==> config.mk <==
export PLATFORM = sky130hd
export DESIGN_NAME = freq_gate_ctrl
export DESIGN_NICKNAME = d
export VERILOG_FILES = /design/src/rtl/freq_meter_pkg.sv /design/src/rtl/edge_sync.sv /design/src/rtl/freq_gate_ctrl.sv
export SDC_FILE = /design/constraint.sdc
export NUM_CORES = 1
export LEC_CHECK = 0
export BUFFER_PORTS_ARGS = -buffer_cell sky130_fd_sc_hd__buf_4
export CAP_MARGIN = 20
export CORE_UTILIZATION = 45
export CTS_CLUSTER_SIZE = 8
export DETAILED_ROUTE_END_ITERATION = 16
export HOLD_SLACK_MARGIN = 0.02
export PLACE_DENSITY = 0.65
export SLEW_MARGIN = 15
export SYNTH_ARGS = -nofsm -noshare
export SYNTH_HDL_FRONTEND = slang
export SYNTH_SLANG_ARGS = --single-unit
==> constraint.sdc <==
create_clock -name clk -period 2.5 [get_ports clk]
set_input_delay 0.375 -clock clk [delete_from_list [all_inputs] [get_ports clk]]
set_output_delay 0.375 -clock clk [all_outputs]
set_load 0.03 [all_outputs]
==> src/rtl/freq_meter_pkg.sv <==
// Shared types and constants for the frequency meter gate sequencer.
// Optional build macro used by the sequencer: AUTO_RANGE_EN.
package freq_meter_pkg;

  localparam int              BCD_W    = 16;
  localparam logic [BCD_W-1:0] BCD_MAX = 16'h9999;
  localparam int              PRESCALE = 10;
  localparam int              GATE_W   = 27;

  typedef enum logic [1:0] {
    ST_CLEAR  = 2'd0,
    ST_GATE   = 2'd1,
    ST_SETTLE = 2'd2,
    ST_LATCH  = 2'd3
  } meas_state_t;

endpackage

==> src/rtl/edge_sync.sv <==
// Two-flop synchronizer for the raw signal pin plus a registered rising-edge pulse.
// The pulse appears 3 clk after the pin edge; levels shorter than 2 clk may be missed.
module edge_sync (
  input  logic clk,
  input  logic reset_n,
  input  logic async_in,
  output logic edge_out
);

  logic [2:0] sync_q;

  always_ff @(posedge clk or negedge reset_n) begin
    if (!reset_n) begin
      sync_q   <= '0;
      edge_out <= 1'b0;
    end else begin
      sync_q   <= {sync_q[1:0], async_in};
      edge_out <= sync_q[1] & ~sync_q[2];
    end
  end

endmodule

==> src/rtl/freq_gate_ctrl.sv <==
// Gate-window sequencer for the frequency meter: clear, count, settle, latch, free-running.
// Define AUTO_RANGE_EN to replace range_sel with automatic /1 <-> /10 ranging.
//
//   state     | meaning
//   ----------+--------------------------------------------------------------
//   ST_CLEAR  | 1 cycle: clear external counter, pick window range, drop ovf
//   ST_GATE   | GATE_CYCLES cycles: qualified edges become cnt_inc pulses
//   ST_SETTLE | SETTLE_CYC cycles: let the last in-flight increment land
//   ST_LATCH  | 1 cycle: capture count (or BCD_MAX on overflow) into result
module freq_gate_ctrl
  import freq_meter_pkg::*;
#(
  parameter int               GATE_CYCLES = 100_000_000,
  parameter int               SETTLE_CYC  = 2,
  parameter logic [BCD_W-1:0] LO_THRESH   = 16'h0900
) (
  input  logic             clk,
  input  logic             reset_n,
  input  logic             signal,
  input  logic             range_sel,
  input  logic [BCD_W-1:0] cnt_value,
  input  logic             cnt_full,
  output logic             cnt_inc,
  output logic             cnt_clr,
  output logic [BCD_W-1:0] result,
  output logic             result_valid,
  output logic             overflow,
  output logic             range_now
);

  localparam int SETTLE_W = (SETTLE_CYC > 1) ? $clog2(SETTLE_CYC) : 1;

  meas_state_t         state;
  logic [GATE_W-1:0]   gate_cnt;
  logic [SETTLE_W-1:0] settle_cnt;
  logic [3:0]          presc;
  logic                ovf;
  logic                win_range;
  logic                next_range;
  logic                edge_p;

  edge_sync u_edge_sync (
    .clk      (clk),
    .reset_n  (reset_n),
    .async_in (signal),
    .edge_out (edge_p)
  );

`ifdef AUTO_RANGE_EN
  logic unused_range_sel;
  assign unused_range_sel = range_sel;

  // Step up after an overflowed /1 window, step down once a /10 reading is small.
  always_comb begin
    next_range = range_now;
    if (overflow && !range_now)
      next_range = 1'b1;
    else if (range_now && (result < LO_THRESH))
      next_range = 1'b0;
  end
`else
  assign next_range = range_sel;
`endif

  always_ff @(posedge clk or negedge reset_n) begin
    if (!reset_n) begin
      state        <= ST_CLEAR;
      gate_cnt     <= '0;
      settle_cnt   <= '0;
      presc        <= '0;
      ovf          <= 1'b0;
      win_range    <= 1'b0;
      cnt_inc      <= 1'b0;
      cnt_clr      <= 1'b0;
      result       <= '0;
      result_valid <= 1'b0;
      overflow     <= 1'b0;
      range_now    <= 1'b0;
    end else begin
      cnt_inc      <= 1'b0;
      cnt_clr      <= 1'b0;
      result_valid <= 1'b0;
      case (state)
        ST_CLEAR: begin
          cnt_clr    <= 1'b1;
          presc      <= '0;
          ovf        <= 1'b0;
          gate_cnt   <= '0;
          settle_cnt <= '0;
          win_range  <= next_range;
          state      <= ST_GATE;
        end
        ST_GATE: begin
          if (edge_p) begin
            if (win_range && (presc != 4'(PRESCALE - 1))) begin
              presc <= presc + 4'd1;
            end else begin
              presc <= '0;
              // Holding off the increment at full keeps the counter from wrapping.
              if (cnt_full) ovf <= 1'b1;
              else          cnt_inc <= 1'b1;
            end
          end
          if (gate_cnt == GATE_W'(GATE_CYCLES - 1)) state <= ST_SETTLE;
          else                                      gate_cnt <= gate_cnt + GATE_W'(1);
        end
        ST_SETTLE: begin
          if (settle_cnt == SETTLE_W'(SETTLE_CYC - 1)) state <= ST_LATCH;
          else                                         settle_cnt <= settle_cnt + SETTLE_W'(1);
        end
        ST_LATCH: begin
          result       <= ovf ? BCD_MAX : cnt_value;
          overflow     <= ovf;
          range_now    <= win_range;
          result_valid <= 1'b1;
          state        <= ST_CLEAR;
        end
        default: state <= ST_CLEAR;
      endcase
    end
  end

endmodule

==> results <==
- The total half-perimeter wirelength after legalization and detailed placement is between 4 and 5 mm.
- The core area is between 6000 and 7000 sq um.
- The number of global-route vias before repair was 2100.
- The clock passes through at most 2 buffers.
- For this run, the detailed router's first-pass iteration total came to 4.
- During synthesis, Yosys emitted a total of 0 warnings.
- The routed layout has between 2000 and 2500 vias.
- The clock-pin slew reported for the worst setup and hold paths after clock tree synthesis is around 0.070 ns.
- The remaining routing DRC violations is 0.
- Setup violations remaining at the end of the flow were counted as 0.
- CTS built an H-tree with a depth of 3.
- The global route total overflow is 0.
- TritonCTS built the clock tree.
- The number of different library cells in the post-synthesis netlist is 48.
- For this run, the share of the core covered by cells in the final layout is 0.557.
- The maximum fanout encountered on the critical timing path is 10.
- The arrival time of data at the critical path endpoint is approximately 2.5 ns.
- Data on the critical path is required at its endpoint by about 2.7 ns.
- In this run the count of I/O pins placed on the die edge is 42.
- STA classifies the critical path endpoint as a flop.
- Fill cells in the final layout number about 560.
- In this run, CTS created clock tree buffers numbering 9.
- Setup repair after global routing left no endpoint under its margin.
- The net count of the finished layout is 370.
- The leakage power figure is about 1.6 nW.
- The area growth from synthesis to layout is 20.0%.
- The number of nets handed over by synthesis was about 330.
- The average instance in the mapped netlist occupies a little under 10 sq um.
- The class of the worst hold path is input pin to asynchronous set/reset pin.
- The number of maximum-capacitance constraint violations is 0.
- After detailed routing, the met2 layer carries between 2 and 3 mm of wire.
- The post-route minimum period is between 2 and 2.5 ns.
- The relative slew slack is 0.494.
- The total length of routed wires is between 6 and 7 mm.
- The worst setup path is launched from a flop.
- The initialized floorplan defines 29 standard-cell rows.
- In the detailed route, the total length drawn on met3 is 276 um.
- The number of antenna diodes in the final layout is 0.
- For this run, the register share of the synthesized area comes to 0.521.
- The worst register-to-register path begins at gate_cnt[12]$_DFFE_PN0P_.
- Power spread over the standard cell area amounts to between 500 and 600 nW/um^2.
- The number of enable-type register cells in the synthesized netlist is 0.
- Once detail routing completed, the nets flagged for antenna violations numbered 0.
- For the pin with the worst max-slew slack, the measured transition is 0.759 ns.
- Dividing the detail-routed via count by the number of cells gives about 5.4.
- The count of endpoints failing hold in the final timing report came to 0.
- The global-route wire length before repair is between 9 and 10 mm.
- The most frequently used flop master after synthesis is sky130_fd_sc_hd__dfrtp_1.
- The final routed wire length divided by cell count is around 15 um.
- The highest clock rate is around 440 MHz.
- The number of standard cells after synthesis is between 200 and 300.
- In this run the critical register-to-register path is captured at state[1]$_DFFE_PN0P_.
- Clock tree synthesis found a total of 61 sinks.
- The floorplan step set the die width to just over 80 um.
- The met1 wire length is 3.03 mm.
- The count of final max-slew check failures was 0.
- Input and output buffers added on the ports amount to 41.
- The share of the clock period used by the worst path after layout is 0.902.
- Routed signal wires occupy layers up through met4.
- The initial utilization of the core area, before any placement, comes to 0.464.
- The clock arrives with between 0.01 and 0.015 ns of skew.
- The last weighted congestion value of the routability-driven placer is ~0.86.
- The area of the mapped netlist is between 2000 and 3000 sq um.
- The chip height is about 83 um.
- The total global-route track usage is 0.195.
- The maximum number of pins on one net before global-route repair is 62.
- The number of cells on the worst reg-to-reg path is 5.
- After the first detailed-routing iteration, the DRC count stood at 127.
- The later pin in the worst-skew pair is clocked with a latency of around 0.34 ns.
- Post-CTS timing repair inserted 0 buffers for setup.
- The sum of negative setup slack is 0 ns.
- The worst setup path is of the flop to flop kind.
- After synthesis, the share of flip-flops with an asynchronous set or reset is 1.00.
- The master cell of the clock root buffer is sky130_fd_sc_hd__clkbuf_8.
- The post-synthesis register bit count is just over 60.
- The count of hold-fix buffers inserted at cts is 0.
- The die covers ~6800 sq um.
- Across all register-to-register paths, the minimum setup slack is around 0.24 ns.
- The flow ran to the end, and the final reports show no timing, DRC or antenna violations.
- The initial antenna violation count is 0.
- Of the cells placed in the final design, the portion with a size suffix greater than 1 is 0.209.
- The maximum ir drop on the vdd rail is ~0.47 mV.
- The post-cts repair resize count is 0.
cells in the final DEF (no fill, tap or decap), types with 6 or more instances in the layout:
cell type	instances
sky130_fd_sc_hd__buf_4	47
sky130_fd_sc_hd__a21oi_1	15
sky130_fd_sc_hd__nand3_1	17
sky130_fd_sc_hd__nand3b_1	8
sky130_fd_sc_hd__ha_1	9
sky130_fd_sc_hd__nor2_1	29
sky130_fd_sc_hd__o21ai_0	22
sky130_fd_sc_hd__nor3_1	6
sky130_fd_sc_hd__clkbuf_8	13
sky130_fd_sc_hd__nand2_1	23
sky130_fd_sc_hd__nand4_1	11
sky130_fd_sc_hd__inv_1	17
sky130_fd_sc_hd__dfrtp_1	61
power breakdown:
| group | leakage (nW) | total, mW | switching (mW) | internal, mW |
|---|---|---|---|---|
| Combinational | 0.759 | 0.0875 | 0.0434 | 0.0440 |
| Clock | 0.0977 | 0.841 | 0.376 | 0.465 |
| Sequential | 0.736 | 1.03 | 0.0252 | 1.01 |
sequential cells by signal, summed over array words and instances (netlist names):
| register | count |
|---|---|
| cnt_clr | 1 |
| u_edge_sync.sync_q | 3 |
| result_valid | 1 |
| ovf | 1 |
| gate_cnt | 27 |
| win_range | 1 |
| result | 16 |
| u_edge_sync.edge_out | 1 |
| presc | 4 |
| range_now | 1 |
| overflow | 1 |
| settle_cnt | 1 |
| cnt_inc | 1 |
| state | 2 |
per-layer routing:
| metal | vias up | global-route usage |
|---|---|---|
| li1 | 1142 | - |
| met1 | 1066 | 0.254 |
| met2 | 52 | 0.307 |
| met3 | 6 | 0.0516 |
| met4 | 0 | 0.0810 |
| met5 | - | 0 |
critical path: stages (launching register included):
cell,delay [ns]
sky130_fd_sc_hd__dfrtp_1,0.45
sky130_fd_sc_hd__or4b_1,0.49
sky130_fd_sc_hd__or4_4,0.47
sky130_fd_sc_hd__o21ai_4,0.32
sky130_fd_sc_hd__o21ai_2,0.12
sky130_fd_sc_hd__mux2_4,0.31
worst max-delay path by stage:
stage | start | to | slack, ns
floorplan | gate_cnt[8]$_DFFE_PN0P_ | state[1]$_DFFE_PN0P_ | 0.44
global placement | gate_cnt[11]$_DFFE_PN0P_ | state[1]$_DFFE_PN0P_ | 0.31
detailed placement | gate_cnt[12]$_DFFE_PN0P_ | state[1]$_DFFE_PN0P_ | 0.26
CTS | gate_cnt[12]$_DFFE_PN0P_ | state[1]$_DFFE_PN0P_ | 0.25
global route | gate_cnt[12]$_DFFE_PN0P_ | gate_cnt[6]$_DFFE_PN0P_ | 0.16
finish | gate_cnt[12]$_DFFE_PN0P_ | state[1]$_DFFE_PN0P_ | 0.24
metrics by stage:
stage	hold WS [ns]	cells	worst slack, ns	area (sq um)	power, mW
floorplan	0.0794	295	0.435	2930	1.08
global placement	0.346	406	0.308	3320	1.14
detailed placement	0.343	406	0.257	3320	1.14
CTS	0.140	421	0.248	3520	1.98
global route	0.139	421	0.161	3520	2.03
finish	0.110	421	0.245	3520	1.96
cell type report:
cell class              count  area [sq um]  share of cell area
well taps                  77          96.3              0.0274
clock inverters             2          16.3             0.00463
multi-input cells         204          1280               0.364
clock buffers              13           179              0.0509
inverters                  17          63.8              0.0181
repair buffers             47           353               0.100
flip-flops and latches     61          1530               0.434
synthesized netlist by cell type, types with 2 or more instances:
library cell,count,share of area
sky130_fd_sc_hd__clkbuf_1,11,0.014
sky130_fd_sc_hd__mux2_2,3,0.012
sky130_fd_sc_hd__o31ai_1,5,0.013
sky130_fd_sc_hd__and3_1,3,0.0064
sky130_fd_sc_hd__a31oi_1,5,0.011
sky130_fd_sc_hd__nand3b_1,8,0.021
sky130_fd_sc_hd__nand2b_1,3,0.0064
sky130_fd_sc_hd__o211ai_1,4,0.010
sky130_fd_sc_hd__xor2_1,3,0.0090
sky130_fd_sc_hd__nor2_1,29,0.037
sky130_fd_sc_hd__nor3_1,6,0.010
sky130_fd_sc_hd__and4_1,3,0.0090
sky130_fd_sc_hd__nor2b_1,2,0.0043
sky130_fd_sc_hd__o21ai_0,22,0.038
sky130_fd_sc_hd__nand3_1,17,0.029
sky130_fd_sc_hd__nand2_1,23,0.029
sky130_fd_sc_hd__inv_1,17,0.022
sky130_fd_sc_hd__o311ai_0,2,0.0060
sky130_fd_sc_hd__a21oi_1,15,0.026
sky130_fd_sc_hd__or4b_1,2,0.0068
sky130_fd_sc_hd__or4_1,2,0.0051
sky130_fd_sc_hd__mux2i_1,5,0.017
sky130_fd_sc_hd__nor4_1,2,0.0043
sky130_fd_sc_hd__nand4_1,11,0.023
sky130_fd_sc_hd__dfrtp_1,61,0.52
sky130_fd_sc_hd__ha_1,9,0.038
cell families (layout without fill, tap and decap cells):
kind of cell               count (synthesis)  count (layout)  synth area share
adders and majority gates                  9               9            0.0384
xor gates and xnor gates                   4               4            0.0120
DFF                                       61              61             0.521
AOI/OAI and AO/OA                         64              64             0.138
buffers and inverters                     30              79            0.0414
muxes                                      9               9            0.0337
and+or+nand+nor                          118             118             0.215
Note: power is estimated with default switching activity, not from simulation.
